File: src/rtl/uart_msg_rx_pkg.sv
// Shared constants for the UART message receiver: type codes, terminators, matcher patterns.
package uart_msg_rx_pkg;

    localparam int unsigned DEFAULT_CLKS_PER_BIT = 434;
    localparam int unsigned MSG_LEN_W            = 5;

    localparam logic [1:0] MSG_UNKNOWN = 2'd0;
    localparam logic [1:0] MSG_IDENT   = 2'd1;
    localparam logic [1:0] MSG_PICK    = 2'd2;
    localparam logic [1:0] MSG_DUMP    = 2'd3;

    localparam logic [7:0] TERM_HASH = 8'h23;
    localparam logic [7:0] TERM_NUL  = 8'h00;

    localparam logic [31:0] PAT_DUMP = "DUMP";
    localparam logic [31:0] PAT_PICK = "PICK";
    localparam logic [23:0] PAT_GBI  = "GBI";

    // One step of a 4-character substring matcher; returns {hit, next_progress}.
    // The patterns used have no repeated letters, so a miss only needs to
    // re-check the first character.
    function automatic logic [2:0] match_step(input logic [1:0]  st,
                                              input logic [7:0]  b,
                                              input logic [31:0] pat);
        logic [7:0] want;
        case (st)
            2'd0:    want = pat[31:24];
            2'd1:    want = pat[23:16];
            2'd2:    want = pat[15:8];
            default: want = pat[7:0];
        endcase
        if (b == want) begin
            if (st == 2'd3) match_step = {1'b1, 2'd0};
            else            match_step = {1'b0, st + 2'd1};
        end else if (b == pat[31:24]) begin
            match_step = {1'b0, 2'd1};
        end else begin
            match_step = {1'b0, 2'd0};
        end
    endfunction

endpackage

File: src/rtl/uart_rx_byte.sv
// 8N1 UART byte receiver with input synchronizer, glitch rejection and frame error reporting.
module uart_rx_byte
    import uart_msg_rx_pkg::*;
#(
    parameter int unsigned CLKS_PER_BIT = DEFAULT_CLKS_PER_BIT
) (
    input  logic       clk,
    input  logic       rst,
    input  logic       rx,
    output logic [7:0] rx_byte,
    output logic       rx_byte_valid,
    output logic       frame_err
);

    localparam int unsigned TMR_W = $clog2(CLKS_PER_BIT);
    localparam logic [TMR_W-1:0] T_HALF = TMR_W'(CLKS_PER_BIT / 2);
    localparam logic [TMR_W-1:0] T_LAST = TMR_W'(CLKS_PER_BIT - 1);

    localparam logic [2:0] S_IDLE    = 3'd0;
    localparam logic [2:0] S_START   = 3'd1;
    localparam logic [2:0] S_DATA    = 3'd2;
    localparam logic [2:0] S_STOP    = 3'd3;
    localparam logic [2:0] S_RECOVER = 3'd4;

    logic             r_sync1, r_sync2, r_rx_d;
    logic [2:0]       r_state, w_state_nxt;
    logic [TMR_W-1:0] r_timer, w_timer_nxt;
    logic [2:0]       r_bit_cnt, w_bit_cnt_nxt;
    logic [7:0]       r_shift, w_shift_nxt;
    logic [7:0]       r_byte, w_byte_nxt;
    logic             r_valid, w_valid_nxt;
    logic             r_ferr, w_ferr_nxt;
    logic             w_rx;

    assign w_rx          = r_sync2;
    assign rx_byte       = r_byte;
    assign rx_byte_valid = r_valid;
    assign frame_err     = r_ferr;

    // State, timer, shift register and output registers
    always_ff @(posedge clk) begin
        if (rst) begin
            r_sync1   <= 1'b1;
            r_sync2   <= 1'b1;
            r_rx_d    <= 1'b1;
            r_state   <= S_IDLE;
            r_timer   <= '0;
            r_bit_cnt <= '0;
            r_shift   <= '0;
            r_byte    <= '0;
            r_valid   <= 1'b0;
            r_ferr    <= 1'b0;
        end else begin
            r_sync1   <= rx;
            r_sync2   <= r_sync1;
            r_rx_d    <= r_sync2;
            r_state   <= w_state_nxt;
            r_timer   <= w_timer_nxt;
            r_bit_cnt <= w_bit_cnt_nxt;
            r_shift   <= w_shift_nxt;
            r_byte    <= w_byte_nxt;
            r_valid   <= w_valid_nxt;
            r_ferr    <= w_ferr_nxt;
        end
    end

    // Next-state and datapath decisions on the synchronized line
    always_comb begin
        w_state_nxt   = r_state;
        w_timer_nxt   = r_timer + TMR_W'(1);
        w_bit_cnt_nxt = r_bit_cnt;
        w_shift_nxt   = r_shift;
        w_byte_nxt    = r_byte;
        w_valid_nxt   = 1'b0;
        w_ferr_nxt    = 1'b0;
        case (r_state)
            S_IDLE: begin
                w_timer_nxt = '0;
                if (r_rx_d && !w_rx) w_state_nxt = S_START;
            end
            S_START: begin
                if (r_timer == T_HALF) begin
                    w_timer_nxt   = '0;
                    w_bit_cnt_nxt = '0;
                    w_state_nxt   = w_rx ? S_IDLE : S_DATA;
                end
            end
            S_DATA: begin
                if (r_timer == T_LAST) begin
                    w_timer_nxt   = '0;
                    w_shift_nxt   = {w_rx, r_shift[7:1]};
                    w_bit_cnt_nxt = r_bit_cnt + 3'd1;
                    if (r_bit_cnt == 3'd7) w_state_nxt = S_STOP;
                end
            end
            S_STOP: begin
                if (r_timer == T_LAST) begin
                    w_timer_nxt = '0;
                    if (w_rx) begin
                        w_byte_nxt  = r_shift;
                        w_valid_nxt = 1'b1;
                        w_state_nxt = S_IDLE;
                    end else begin
                        w_ferr_nxt  = 1'b1;
                        w_state_nxt = S_RECOVER;
                    end
                end
            end
            S_RECOVER: begin
                w_timer_nxt = '0;
                if (w_rx) w_state_nxt = S_IDLE;
            end
            default: begin
                w_timer_nxt = '0;
                w_state_nxt = S_IDLE;
            end
        endcase
    end

endmodule

File: src/rtl/uart_msg_rx.sv
// UART message receiver: assembles terminated messages and classifies them on the fly.
module uart_msg_rx
    import uart_msg_rx_pkg::*;
#(
    parameter int unsigned CLKS_PER_BIT = DEFAULT_CLKS_PER_BIT,
    parameter int unsigned MAX_LEN      = 24
) (
    input  logic                 clk,
    input  logic                 rst,
    input  logic                 rx,
    output logic [7:0]           rx_byte,
    output logic                 rx_byte_valid,
    output logic                 frame_err,
    output logic                 msg_valid,
    output logic [1:0]           msg_type,
    output logic [MSG_LEN_W-1:0] msg_len,
    output logic                 msg_overflow
);

    localparam logic [MSG_LEN_W-1:0] LEN_MAX = MSG_LEN_W'(MAX_LEN);

    logic [MSG_LEN_W-1:0] r_len;
    logic                 r_ovf;
    logic [1:0]           r_dump_st, r_pick_st, r_gbi_cnt;
    logic                 r_dump_hit, r_pick_hit;
    logic                 r_msg_valid, r_msg_ovf;
    logic [1:0]           r_msg_type;
    logic [MSG_LEN_W-1:0] r_msg_len;

    logic       w_is_hash, w_is_nul, w_term, w_data, w_append, w_drop, w_gbi_adv;
    logic [2:0] w_dump_step, w_pick_step;
    logic [7:0] w_gbi_want;
    logic [1:0] w_type;

    uart_rx_byte #(
        .CLKS_PER_BIT (CLKS_PER_BIT)
    ) u_rx_byte (
        .clk           (clk),
        .rst           (rst),
        .rx            (rx),
        .rx_byte       (rx_byte),
        .rx_byte_valid (rx_byte_valid),
        .frame_err     (frame_err)
    );

    assign msg_valid    = r_msg_valid;
    assign msg_type     = r_msg_type;
    assign msg_len      = r_msg_len;
    assign msg_overflow = r_msg_ovf;

    assign w_is_hash   = (rx_byte == TERM_HASH);
    assign w_is_nul    = (rx_byte == TERM_NUL);
    assign w_term      = rx_byte_valid && (w_is_hash || (w_is_nul && (r_len != '0)));
    assign w_data      = rx_byte_valid && !w_is_hash && !w_is_nul;
    assign w_append    = w_data && (r_len < LEN_MAX);
    assign w_drop      = w_data && (r_len >= LEN_MAX);
    assign w_dump_step = match_step(r_dump_st, rx_byte, PAT_DUMP);
    assign w_pick_step = match_step(r_pick_st, rx_byte, PAT_PICK);

    // Expected character for the "GBI" prefix at the current position
    always_comb begin
        w_gbi_want = 8'h00;
        case (r_len)
            MSG_LEN_W'(0): w_gbi_want = PAT_GBI[23:16];
            MSG_LEN_W'(1): w_gbi_want = PAT_GBI[15:8];
            MSG_LEN_W'(2): w_gbi_want = PAT_GBI[7:0];
            default:       w_gbi_want = 8'h00;
        endcase
    end

    assign w_gbi_adv = (r_len < MSG_LEN_W'(3)) && (r_gbi_cnt == r_len[1:0])
                       && (rx_byte == w_gbi_want);

    // Message type priority: overflow, DUMP, PICK, GBI prefix
    always_comb begin
        w_type = MSG_UNKNOWN;
        if (!r_ovf) begin
            if (r_dump_hit)              w_type = MSG_DUMP;
            else if (r_pick_hit)         w_type = MSG_PICK;
            else if (r_gbi_cnt == 2'd3)  w_type = MSG_IDENT;
        end
    end

    // Message assembly, incremental matchers and held message outputs
    always_ff @(posedge clk) begin
        if (rst) begin
            r_len       <= '0;
            r_ovf       <= 1'b0;
            r_dump_st   <= '0;
            r_pick_st   <= '0;
            r_gbi_cnt   <= '0;
            r_dump_hit  <= 1'b0;
            r_pick_hit  <= 1'b0;
            r_msg_valid <= 1'b0;
            r_msg_type  <= MSG_UNKNOWN;
            r_msg_len   <= '0;
            r_msg_ovf   <= 1'b0;
        end else begin
            r_msg_valid <= 1'b0;
            if (frame_err || w_term) begin
                if (w_term) begin
                    r_msg_valid <= 1'b1;
                    r_msg_type  <= w_type;
                    r_msg_len   <= r_len;
                    r_msg_ovf   <= r_ovf;
                end
                r_len      <= '0;
                r_ovf      <= 1'b0;
                r_dump_st  <= '0;
                r_pick_st  <= '0;
                r_gbi_cnt  <= '0;
                r_dump_hit <= 1'b0;
                r_pick_hit <= 1'b0;
            end else if (w_append) begin
                r_len      <= r_len + MSG_LEN_W'(1);
                r_dump_st  <= w_dump_step[1:0];
                r_pick_st  <= w_pick_step[1:0];
                r_dump_hit <= r_dump_hit | w_dump_step[2];
                r_pick_hit <= r_pick_hit | w_pick_step[2];
                if (w_gbi_adv) r_gbi_cnt <= r_gbi_cnt + 2'd1;
            end else if (w_drop) begin
                r_ovf <= 1'b1;
            end
        end
    end

endmodule

File: config.mk
export PLATFORM = sky130hd
export DESIGN_NAME = uart_msg_rx
export DESIGN_NICKNAME = d
export VERILOG_FILES = /design/src/rtl/uart_msg_rx_pkg.sv /design/src/rtl/uart_rx_byte.sv /design/src/rtl/uart_msg_rx.sv
export SDC_FILE = /design/constraint.sdc
export NUM_CORES = 1
export LEC_CHECK = 0
export BUFFER_PORTS_ARGS = -buffer_cell sky130_fd_sc_hd__buf_4
export CAP_MARGIN = 20
export CORE_MARGIN = 2
export CORE_UTILIZATION = 40
export DETAILED_ROUTE_END_ITERATION = 10
export PLACE_DENSITY = 0.62
export SLEW_MARGIN = 20
export SYNTH_ARGS = -nofsm -noshare
export SYNTH_HDL_FRONTEND = slang
export SYNTH_SLANG_ARGS = --single-unit
File: constraint.sdc
create_clock -name clk -period 5.24 [get_ports clk]
set_input_delay 1.048 -clock clk [delete_from_list [all_inputs] [get_ports clk]]
set_output_delay 1.048 -clock clk [all_outputs]
set_load 0.02 [all_outputs]
Word-level counts from Yosys, hierarchy flattened --
Cells that the tools add are included. W data, S select, Z words.
Storage, ports and cells: output and inout bits 19, bits in registers 59, logic and storage cells 128
Operators by class: order comparisons 3, eq/ne operators 29, reduce and logical (&&, ||, !) cells 32, add/subtract/negate cells 6, bitwise logic cells 6, muxes and demuxes 31
Operators by type and width (count):
- $mux W3 | 13
- $pmux W5 S3 | 2
- $eq A8 B8 Y1 | 3
- $pmux W7 S3 | 1
- $mux W9 | 2
- $pmux W9 S2 | 1
- $eq A8 B7 Y1 const B | 2
- $pmux W3 S5 | 1
- $ne A2 B1 Y1 const B | 6
- $eq A2 B2 Y1 const B | 5
- $add A9 B1 Y9 const B | 1
- $eq A9 B8 Y1 const B | 1
- $eq A9 B9 Y1 const B | 1
- $logic_and A1 B1 Y1 | 9
- $eq A8 B6 Y1 const B | 1
- $logic_not A8 Y1 | 1
- $mux W2 | 4
- $reduce_and A2 Y1 | 4
- $add A2 B1 Y2 const B | 3
- $eq A3 B2 Y1 const B | 2
- $eq A3 B3 Y1 const B | 2
- $mux W1 | 6
- $pmux W3 S2 | 1
- $reduce_and A3 Y1 | 2
- 22 further kinds | 33

Depth between registers and ports, before layout --
word-level depth 7, gate-level depth with buffers 9, mapped depth without buffers 8

Modules after synthesis --
A second synthesis with hierarchy kept.
Unflattened totals: cells, all modules 338, area, all modules 3011.6 um^2
Modules (own cells, without submodules):
- uart_rx_byte | instances 1, cells an instance 167, sequential area each 720.7 um^2, area an instance 1572.8 um^2
- uart_msg_rx | instances 1, cells an instance 171, sequential area each 460.4 um^2, area an instance 1438.9 um^2

Worst setup path before layout --
OpenSTA, ideal clock, no wires.
path kind register -> register, start point reg u_rx_byte.r_timer[0], end point reg u_rx_byte.r_bit_cnt[1], buffers on the path 1, library setup time 0.132 ns, setup slack 3.289 ns, period minus slack after synthesis 1.951 ns, arrival 1.819 ns, cell stages (with the launch flop) 8, required time 5.108 ns, cell sequence dfxtp_1 -> ha_1 -> nand3b_4 -> or4_4 -> or3_4 -> buf_6 -> nand3_1 -> a21oi_1
Between the ends: longest elaborated chain between the ends 3
RTL lines:
- start, declared | line uart_rx_byte.sv:27 | logic [TMR_W-1:0] r_timer, w_timer_nxt;
- start signal, assigned | line uart_rx_byte.sv:58 | r_timer <= w_timer_nxt;
- $eq A9 B9 Y1 or $eq A9 B8 Y1 (tied branches) | line uart_rx_byte.sv:89, uart_rx_byte.sv:82
- $ne A2 B1 Y1 (no source line)
- $reduce_and A3 Y1 (no source line) (*)
- end signal, assigned | line uart_rx_byte.sv:59 | r_bit_cnt <= w_bit_cnt_nxt;
- end, declared | line uart_rx_byte.sv:28 | logic [2:0] r_bit_cnt, w_bit_cnt_nxt;
Mark *: on every way between the ends. The rest lies on a longest branch, timed or not. A chain may end at the register's enable or synchronous reset.

Worst setup path after layout --
start point reg r_len[1], end point reg r_dump_st[0]
Between the ends: longest elaborated chain between the ends 6
RTL lines:
- start, declared | line uart_msg_rx.sv:22 | logic [MSG_LEN_W-1:0] r_len;
- start signal, assigned | line uart_msg_rx.sv:115 | r_len <= r_len + MSG_LEN_W'(1);
- $reduce_bool A5 Y1 | line uart_msg_rx.sv:53 | assign w_term = rx_byte_valid && (w_is_hash || (w_is_nul && (r_len != '0)));
- $logic_and A1 B1 Y1 | line uart_msg_rx.sv:53
- $logic_or A1 B1 Y1 | line uart_msg_rx.sv:53
- $logic_and A1 B1 Y1 | line uart_msg_rx.sv:53
- $logic_or A1 B1 Y1 | line uart_msg_rx.sv:100 | if (frame_err || w_term) begin
- $reduce_or A2 Y1 (no source line)
- end signal, assigned | line uart_msg_rx.sv:116 | r_dump_st <= w_dump_step[1:0];
- end, declared | line uart_msg_rx.sv:24 | logic [1:0] r_dump_st, r_pick_st, r_gbi_cnt;
Parallel ways exist; a longest one is shown, timed or not.

==> qor.csv <==
metric,value,unit
chip height,88.6,um
post-synthesis sequential area ratio,0.413,
CTS sink cnt,59,
# nets final,370,
clock slew at reported path FFs,0.07,ns
startpoint type of the worst setup path,register,
vias per std cell,5.09,
area of the multi-input gates,1550,um2
Routed Antenna Nets,0,
syn_nets,355,
Seq cells post-synth,59,
Hold Crit Class,register to register,
Cell Pwr Density,276,nW/um2
Slew headroom,0.563,
IO Pins,22,
CP endpoint kind,register,
port bufs,21,
Fillers,673,
crit-path leading delay family,simple AND/OR/NAND/NOR gates,
"Slowest-stage cell, CP",nand2_1,
RePlAce Congestion,0.866,
Iter 0 DRT Violations,107,
cell-internal power,0.693,mW
hold buffers post-CTS,0,
FMAX,373,MHz
unrepaired setup endpoints after global routing,no,
vias in the first global route,2112,
status,"complete, no violations",
CTS tree,yes,
CP max stage delay,0.55,ns
Overall Global Routing Usage,0.163,
Final min period,2.68,ns
level count of the clock H-tree,3,
final setup fails,0,
CTS buffer count,9,
clk root buf,clkbuf_8,
top layer reached by signal wires,met4,
critical path class,register to register,
fin crit share,0.512,
initial core utilization,0.417,
asr flop ratio synth,0,
Hold EP,u_rx_byte.r_sync2$_SDFF_PP1_,
postcts setup bufs,0,
die area,7850,um2
R2R depth,8,
M1 wire length,2800,um
Sw Share,0.230,
vias,2294,
Yosys cell types,43,
Max Fanout on Critical Path,14,
Final Hold Viols,0,
Flop pwr share,0.510,
worst hold slack,0.426,ns
YS warnings,0,
combinational share of power,0.028,
initial antenna violation count,0,
NetSw,0.207,mW
register area,1180,um2
WL/cell,13.1,um
Core Area,6870,um2
Post-synth EDFFs,0,
Total Power,0.900,mW
Crit. Startpoint,r_len[1]$_SDFFE_PP0P_,
worst r2r dst,r_dump_st[0]$_SDFFE_PP0P_,
diode count,0,
hold path depth,1,
"Cell Area, Synth",2860,um2
max-cap violation count,0,
Worst Path Buf+Inv,1,
total gr overflow,0,
worst skew pair latency,0.33,ns
CP required,5.47,ns
Pleak,1.37,nW
Post-route DRC,0,
skew final,0.00974,ns
largest net degree at the start of global routing,39,
Setup TNS Final,0,ns
routed wl met2,2710,um
Area Overhead vs Synth,13.9,%
Least-Margin Pin Slew,0.654,ns
CTS max path bufs,2,
share of cells above drive strength 1,0.130,
DP HPWL,4160,um
first-pass GRT wire length,9780,um
post-CTS sizing,0,
Gate Count Post-Synth,335,
max-slew violations,0,
critical path arrival,2.91,ns
Routed WL,5890,um
Clk network pwr share,0.462,
die width,88.6,um
FP Rows,30,
Mean Syn Cell Area,8.54,um2
drt pass-1 iters,4,
met3 routed WL,224,um
RR Startpoint,r_len[1]$_SDFFE_PP0P_,
CP cell instances,inv_1 -> ha_1 -> nor4b_1 -> o21ai_0 -> nand3_1 -> nand2_1 -> nor2_1 -> a32o_1,
Peak VDD IR,0.219,mV
flop2flop setup slack,2.56,ns
most frequently used flop master after synthesis,dfxtp_1,
worst hold start,u_rx_byte.r_sync1$_SDFF_PP1_,
-- worst max-delay path by stage --
stage,slack [ns],endpoint,cells after the start
2_1_floorplan,3.29,u_rx_byte.r_bit_cnt[1]$_SDFFE_PP0P_,7
3_3_place_gp,2.65,r_dump_st[0]$_SDFFE_PP0P_,8
3_5_place_dp,2.56,r_dump_st[0]$_SDFFE_PP0P_,8
4_1_cts,2.55,r_dump_st[0]$_SDFFE_PP0P_,8
5_1_grt,2.26,r_dump_st[0]$_SDFFE_PP0P_,8
6_report,2.56,r_dump_st[0]$_SDFFE_PP0P_,8
-- worst reg2reg max path, cell delays in order (launching register included) --
cell,delay (ns)
dfxtp_1,0.47
inv_1,0.12
ha_1,0.26
nor4b_1,0.17
o21ai_0,0.16
nand3_1,0.44
nand2_1,0.55
nor2_1,0.14
a32o_1,0.27
-- stage by stage --
step                worst slack, ns  instances  utilization  cell area, um2
floorplan                      3.29        335            -            2860
global placement               2.65        435        0.445            3060
detailed placement             2.56        435        0.445            3060
CTS                            2.55        451        0.474            3260
global route                   2.26        451        0.474            3260
finish                         2.56        451        0.474            3260
-- power by group through the flow --
stage	sequential [mW]	clock [mW]	combinational [mW]
after detailed placement	0.470	0	0.0246
after global routing	0.460	0.447	0.0282
after floorplan	0.465	0	0.0244
after CTS	0.460	0.427	0.0247
final	0.460	0.416	0.0249
after global placement	0.470	0	0.0243
-- layout make-up --
type / instances / share of cell area
flip-flops and latches: 59 / 0.362
clock inverters: 6 / 0.0200
multi-input cells: 247 / 0.476
clock buffers: 10 / 0.0422
repair buffers: 21 / 0.0484
inverters: 12 / 0.0138
well taps: 96 / 0.0369
-- routing by layer --
metal | global-route usage | up-vias
met5 | 0 | -
met4 | 0.0716 | 0
met3 | 0.0532 | 14
met2 | 0.252 | 45
met1 | 0.208 | 1061
li1 | - | 1174
-- Yosys cell counts, types with 2 or more instances --
cell / number / area (um2)
dfxtp_1: 59 / 1180
nor2_1: 45 / 169
nand2_1: 40 / 150
a21oi_1: 26 / 130
ha_1: 17 / 213
xor2_1: 15 / 131
mux2i_1: 14 / 140
nand3_1: 14 / 70.1
inv_1: 12 / 45.0
buf_2: 9 / 45.0
nor3_1: 9 / 45.0
clkbuf_1: 7 / 26.3
nand4_1: 6 / 37.5
or3_1: 6 / 37.5
nand2b_1: 5 / 31.3
nor4_1: 5 / 31.3
nor3b_1: 4 / 30.0
o21ai_0: 4 / 20.0
or2_2: 3 / 18.8
xnor2_1: 3 / 26.3
a31oi_1: 2 / 12.5
a32o_1: 2 / 20.0
and3_1: 2 / 12.5
nand3b_1: 2 / 15.0
nor2b_1: 2 / 12.5
nor4b_1: 2 / 17.5
o21a_1: 2 / 15.0
o32ai_1: 2 / 17.5
or4_4: 2 / 22.5
-- flip-flops by register name, summed over array words and instances, names as in the netlist, 2 cells and up --
signal and count:
r_len 5, r_dump_st 2, u_rx_byte.r_state 3, u_rx_byte.r_shift 8
r_gbi_cnt 2, r_pick_st 2, msg_type 2, u_rx_byte.r_timer 9
msg_len 5, u_rx_byte.r_bit_cnt 3, u_rx_byte.rx_byte 8
-- cell families (layout without fill, tap and decap cells) --
| kind of cell | Yosys count | after routing | share of synthesized area |
|---|---|---|---|
| flops | 59 | 59 | 0.413 |
| xor+xnor | 18 | 18 | 0.0551 |
| compound gates | 46 | 46 | 0.0997 |
| buf+inv | 29 | 49 | 0.0446 |
| simple gates | 152 | 152 | 0.265 |
| mux | 14 | 14 | 0.0490 |
| fa+ha+maj | 17 | 17 | 0.0743 |
-- layout by cell type, fill, tap and decap left out, drive strengths merged, types with 12 or more instances in the layout --
| cell | Yosys | final |
|---|---|---|
| xor2 | 15 | 15 |
| ha | 17 | 17 |
| mux2i | 14 | 14 |
| nand3 | 14 | 14 |
| nand2 | 40 | 40 |
| a21oi | 26 | 26 |
| dfxtp | 59 | 59 |
| buf | 10 | 21 |
| nor2 | 45 | 45 |
| inv | 12 | 12 |
Note: power is estimated with default switching activity, not from simulation.
